`config.mk`:
```
export PLATFORM = sky130hd
export DESIGN_NAME = fifo_umbrales
export DESIGN_NICKNAME = d
export VERILOG_FILES = /design/src/rtl/fifo_umbrales.sv
export SDC_FILE = /design/constraint.sdc
export NUM_CORES = 1
export LEC_CHECK = 0
export ABC_CLOCK_PERIOD_IN_PS = 2800
export BUFFER_PORTS_ARGS = -buffer_cell sky130_fd_sc_hd__buf_2
export CAP_MARGIN = 25
export CORE_ASPECT_RATIO = 0.7
export CORE_MARGIN = 5
export CORE_UTILIZATION = 51
export DETAILED_ROUTE_END_ITERATION = 12
export GPL_TIMING_DRIVEN = 0
export PLACE_DENSITY = 0.75
export SYNTH_ARGS = -nofsm -noshare
export SYNTH_HDL_FRONTEND = slang
export SYNTH_SLANG_ARGS = --single-unit
```
`constraint.sdc`:
```
create_clock -name clk -period 2.8 [get_ports clk]
set_input_delay 0.14 -clock clk [delete_from_list [all_inputs] [get_ports clk]]
set_output_delay 0.14 -clock clk [all_outputs]
set_load 0.05 [all_outputs]
```
`src/rtl/fifo_umbrales.sv`:
```
// fifo_umbrales: single-lane synchronous FIFO feeding the link-state FSM.
//
// Buffers one data lane, reports occupancy and produces empty/full plus
// threshold-based almost_empty/almost_full flow-control flags. Thresholds come
// straight from the FSM and are compared combinationally against the
// registered occupancy count, so flags follow threshold changes in the same
// cycle.
//
// Optional feature: define FIFO_FWFT_EN for first-word fall-through
// (data_out shows mem[rd_ptr] combinationally, valid_out = !empty). Without it,
// reads have one cycle of registered latency.
//
// Ports:
//   clk           rising-edge clock
//   reset         asynchronous active-high reset
//   umbral_L      almost-empty threshold (count <= umbral_L)
//   umbral_H      almost-full threshold (count >= umbral_H, masked when 0)
//   push, data_in write request and data
//   pop           read request
//   data_out      read data
//   valid_out     data_out carries a popped word
//   empty, full   occupancy == 0 / == depth
//   almost_empty, almost_full  threshold flags
//   error         sticky overflow/underflow, cleared only by reset
//   fifo_count    occupancy, 0..depth

module fifo_umbrales #(
    parameter int unsigned DATA_WIDTH   = 6,
    parameter int unsigned ADDR_WIDTH   = 3,
    parameter int unsigned UMBRALES_L_H = 8
) (
    input  logic                    clk,
    input  logic                    reset,
    input  logic [UMBRALES_L_H-1:0] umbral_L,
    input  logic [UMBRALES_L_H-1:0] umbral_H,
    input  logic                    push,
    input  logic [DATA_WIDTH-1:0]   data_in,
    input  logic                    pop,
    output logic [DATA_WIDTH-1:0]   data_out,
    output logic                    valid_out,
    output logic                    empty,
    output logic                    full,
    output logic                    almost_empty,
    output logic                    almost_full,
    output logic                    error,
    output logic [ADDR_WIDTH:0]     fifo_count
);

    localparam int unsigned DEPTH = 1 << ADDR_WIDTH;
    localparam logic [ADDR_WIDTH:0] DEPTH_CNT = (ADDR_WIDTH + 1)'(DEPTH);
    localparam logic [ADDR_WIDTH:0] ONE_CNT   = (ADDR_WIDTH + 1)'(1);
    localparam logic [ADDR_WIDTH-1:0] ONE_PTR = ADDR_WIDTH'(1);

    logic [DATA_WIDTH-1:0] mem [DEPTH];

    logic [ADDR_WIDTH-1:0]   wr_ptr;
    logic [ADDR_WIDTH-1:0]   rd_ptr;
    logic [ADDR_WIDTH:0]     count;
    logic                    error_q;
    logic                    wr_en;
    logic                    rd_en;
    logic                    overflow;
    logic                    underflow;
    logic [UMBRALES_L_H-1:0] count_ext;

    assign empty = (count == '0);
    assign full  = (count == DEPTH_CNT);

    // A pop on a full FIFO frees a slot in the same cycle, so the push is kept.
    // A pop on an empty FIFO is never honoured, even alongside a push.
    assign wr_en     = push && (!full || pop);
    assign rd_en     = pop && !empty;
    assign overflow  = push && full && !pop;
    assign underflow = pop && empty;

    always_ff @(posedge clk or posedge reset) begin
        if (reset) begin
            wr_ptr  <= '0;
            rd_ptr  <= '0;
            count   <= '0;
            error_q <= 1'b0;
        end else begin
            if (wr_en) begin
                wr_ptr <= wr_ptr + ONE_PTR;
            end
            if (rd_en) begin
                rd_ptr <= rd_ptr + ONE_PTR;
            end
            if (wr_en && !rd_en) begin
                count <= count + ONE_CNT;
            end else if (rd_en && !wr_en) begin
                count <= count - ONE_CNT;
            end
            if (overflow || underflow) begin
                error_q <= 1'b1;
            end
        end
    end

    // Storage is not reset; the reset term only keeps a push in the reset
    // cycle from touching memory.
    always_ff @(posedge clk) begin
        if (wr_en && !reset) begin
            mem[wr_ptr] <= data_in;
        end
    end

`ifdef FIFO_FWFT_EN
    assign data_out  = mem[rd_ptr];
    assign valid_out = !empty;
`else
    logic [DATA_WIDTH-1:0] data_q;
    logic                  valid_q;

    always_ff @(posedge clk or posedge reset) begin
        if (reset) begin
            data_q  <= '0;
            valid_q <= 1'b0;
        end else begin
            valid_q <= rd_en;
            if (rd_en) begin
                data_q <= mem[rd_ptr];
            end
        end
    end

    assign data_out  = data_q;
    assign valid_out = valid_q;
`endif

    // Out-of-range thresholds need no special casing: umbral_H > depth can
    // never be reached and umbral_L >= depth is always satisfied.
    assign count_ext    = UMBRALES_L_H'(count);
    assign almost_empty = (count_ext <= umbral_L);
    // umbral_H == 0 means the FSM has not loaded thresholds yet.
    assign almost_full  = (umbral_H != '0) && (count_ext >= umbral_H);

    assign error      = error_q;
    assign fifo_count = count;

endmodule

```
==> flow_summary.toml <==
[place]
gpl.final_weighted_congestion = 0.792
hpwlAfterDp_microns = 4390
io_buf_count = 41
worst_setup_slack_before_clock_tree_synthesis_ps = -98.7
place.detailed.instances = 329

[sta]
timing.slew.headroom_pct = 40.8
unrepaired_setup_endpoints_after_global_routing = "false"
worst_pin_slew_ps = 885
worst_clock_skew_ps = 8.32
setup_ws_post_layout_ps = 118
maxSlewViolCount = 0
final-hold-violation-count = 0
final_min_period_over_clock_period_pct = 95.8
period_needed_ps = 2680
final.setup.tns_ps = 0
max_freq_ghz = 0.373
setup_viol_count_final = 0

[clocking]
clk-insertion-delay-late_ps = 330
clock_tree_from_tritoncts = "built"
clock_tree.root_cell = "sky130_fd_sc_hd__clkbuf_8"
tritoncts.num_buffers = 9
cts-root-to-sink-buffers = 2
clock-sinks = 66
cts.clk_slew.worst_paths_ps = 70
htree_levels = 3

[die]
start_util_pct = 52.7
std_cell_rows = 23
die-area_sq_mm = 0.00758
core-area_sq_mm = 0.00573
die_h_microns = 74.4
top_level_ports = 42
floorplan.die.width_microns = 102

[detailed_routing]
drt-initial-drc-count = 71
num_vias = 1900
detail-route-antenna-nets = 0
drt-pass1-iter-count = 4
drc_errors = 0
via_to_cell_ratio = 5.37
post_drt_wl_per_cell_microns = 16.8
wl_microns = 5950

[pwr]
peakVddDrop_uv = 587
power-per-cell-area_mw_per_mm2 = 1050
cellLeakagePower_nw = 1.46

[layout]
fillCellCount = 446
final_cell_count_no_fill = 354
inserted_diodes = 0
mostFrequentLayoutCell = "sky130_fd_sc_hd__edfxtp_1"
layout.nets = 314
drive_gt1_share_pct = 34.8
layout_common_cells = "sky130_fd_sc_hd__edfxtp_1 (48), sky130_fd_sc_hd__buf_2 (42), sky130_fd_sc_hd__nand2_1 (19)"
area_growth_syn_to_layout_pct = 19.3

[worst_setup_path]
timing.critical_path.slowest_stage_cell = "sky130_fd_sc_hd__dfrtp_2"
reg_to_reg_start = "fifo_count[2]$_DFFE_PP0P_"
cp_slowest_stage_delay_ps = 430
setup.worst_path.start = "fifo_count[2]$_DFFE_PP0P_"
critPathTopFamily = "compound AO/OA/AOI/OAI gates"
cp_data_required_time_ps = 3010
end_kind = "flop"
critPathKind = "reg2reg"
critical_path.startpoint_type = "flop"
critical_path.cell_chain = "or3_4 -> o21ai_4 -> buf_8 -> ha_4 -> inv_4 -> ha_1 -> a21o_1 -> a2111oi_2 -> a31oi_1 -> a221o_1"
critical_path.max_fanout = 6
critPathArrivalTime_ps = 2890
cp_num_buf_inv = 2

[min_path]
hold_path.startpoint = "data_in[4]"
holdCritPathClass = "in2reg"

[yosys]
synth_top_flop_cell = "sky130_fd_sc_hd__edfxtp_1"
synth_cells = 212
syn_avg_cell_area_sq_um = 14.2
synthMuxAreaShare_pct = 8.83
mappedNetlistArea_sq_mm = 0.00302
synth.yosys.seq_area_share_pct = 62.7
synth.ff_latch_count = 66
largest_family_of_logic_cells_by_synthesized_area = "compound AO/OA/AOI/OAI gates"
count_of_flip_flops_with_a_built_in_enable_after_synthesis = 48
async_flop_share_pct = 27.3
synth_fa_ha_area_share_pct = 6.05
post_synth_and_or_nand_nor_area_fraction_pct = 8.00
post_synth_xor_area_fraction_pct = 1.74
mappedNetlistNets = 252
post_synth_num_cell_types = 41
ys_warn_count = 0
synth-compound-area-share_pct = 9.16

[grt]
grt_start_max_net_pins = 20
antenna_violations_before_repair = 0
grt_pass1_wl_microns = 9380
first_global_vias = 1898
gr-total-overflow = 0
groute.usage.overall_pct = 16.9

[job]
max_cap_viol_count = 0

[outcome]
status = "finished clean"
==> layer usage <==
| layer | up-vias | global-route usage [%] | share of wire (%) |
|---|---|---|---|
| met3 | 8 | 5.15 | 3.5 |
| met1 | 928 | 23.3 | 49 |
| met5 | - | 0 | 0 |
| met2 | 37 | 26.7 | 46 |
| met4 | 0 | 4.08 | 0.96 |
| li1 | 927 | - | - |
==> worst paths after layout <==
| path | endpoint | slack, ps | depth (start not counted) |
|---|---|---|---|
| max in group asynchronous | fifo_count[3]$_DFFE_PP0P_ | 1790 | 3 |
| min in group asynchronous | data_out[0]$_DFFE_PP0P_ | 510 | 3 |
| hold reg to reg | error$_DFFE_PP0P_ | 480 | 1 |
| hold / removal | mem[2][4]$_DFFE_PP_ | 80 | 1 |
| setup reg to reg | fifo_count[3]$_DFFE_PP0P_ | 120 | 10 |
| setup / recovery | fifo_count[3]$_DFFE_PP0P_ | 120 | 10 |
==> what timing repair did <==
action,in CTS,in global routing
setup endpoints to repair,1,1
endpoints found under the hold margin,18,0
resized for setup,0,2
hold buffers,1,0
setup buffers,1,6
pin swaps,1,0
==> cells in the mapped netlist, types with 4 or more instances <==
| cell type | number | share of area (%) |
|---|---|---|
| sky130_fd_sc_hd__a221o_1 | 7 | 2.3 |
| sky130_fd_sc_hd__dfrtp_1 | 18 | 15 |
| sky130_fd_sc_hd__edfxtp_1 | 48 | 48 |
| sky130_fd_sc_hd__ha_1 | 13 | 5.4 |
| sky130_fd_sc_hd__inv_1 | 9 | 1.1 |
| sky130_fd_sc_hd__mux2_2 | 13 | 4.8 |
| sky130_fd_sc_hd__mux2i_1 | 12 | 4.0 |
| sky130_fd_sc_hd__nand2_1 | 19 | 2.4 |
| sky130_fd_sc_hd__nor2_1 | 10 | 1.2 |
| sky130_fd_sc_hd__nor2b_1 | 4 | 0.83 |
| sky130_fd_sc_hd__nor3_1 | 4 | 0.66 |
| sky130_fd_sc_hd__nor4_1 | 4 | 0.83 |
| sky130_fd_sc_hd__o21ai_1 | 4 | 0.66 |
| sky130_fd_sc_hd__o22ai_1 | 6 | 1.2 |
| sky130_fd_sc_hd__xnor2_1 | 6 | 1.7 |
==> cell type report <==
class                      instances  area, sq um  area share, %
clock inverter                     5         26.3          0.729
inverter                          11         43.8           1.22
clock buffer                      11          153           4.24
tap                               75         93.8           2.61
multi-input combinational        130         1040           28.8
timing repair buffer              51          280           7.78
buffer                             5         70.1           1.95
sequential                        66         1900           52.7
==> stage by stage <==
stage | instance area (sq um) | utilization (%) | hold slack (ps) | total power (W)
2_1_floorplan | 3040 | - | 86.8 | 0.00264
3_3_place_gp | 3340 | 58.3 | 308 | 0.00297
3_5_place_dp | 3350 | 58.5 | 336 | 0.00303
4_1_cts | 3540 | 61.9 | 62.3 | 0.00375
5_1_grt | 3600 | 62.9 | 82.7 | 0.00400
6_report | 3600 | 62.9 | 77.0 | 0.00379
==> kinds of logic after synthesis <==
group	count (synthesis)
simple gates	50
mux	25
buf+inv	16
compound gates	35
flops	66
xor+xnor	6
fa+ha+maj	14
==> power breakdown <==
part / total, W / switching [W] / internal [W]
logic: 0.00167 / 0.000985 / 0.000688
clock network: 0.000719 / 0.000349 / 0.000370
registers: 0.00140 / 0.000158 / 0.00124
total: 0.00379 / 0.00149 / 0.00230
==> flip-flops by register name, indices dropped and copies added, names as in the netlist <==
signal	cells
data_out	6
mem	48
valid_out	1
wr_ptr	3
rd_ptr	3
fifo_count	4
error	1
==> worst register-to-register path, stage by stage, from the launching register on <==
cell and delay, ps:
sky130_fd_sc_hd__dfrtp_2 430, sky130_fd_sc_hd__or3_4 420, sky130_fd_sc_hd__o21ai_4 180, sky130_fd_sc_hd__buf_8 150, sky130_fd_sc_hd__ha_4 160, sky130_fd_sc_hd__inv_4 50
sky130_fd_sc_hd__ha_1 270, sky130_fd_sc_hd__a21o_1 200, sky130_fd_sc_hd__a2111oi_2 310, sky130_fd_sc_hd__a31oi_1 70, sky130_fd_sc_hd__a221o_1 320
(Power assumes the default switching activity.)
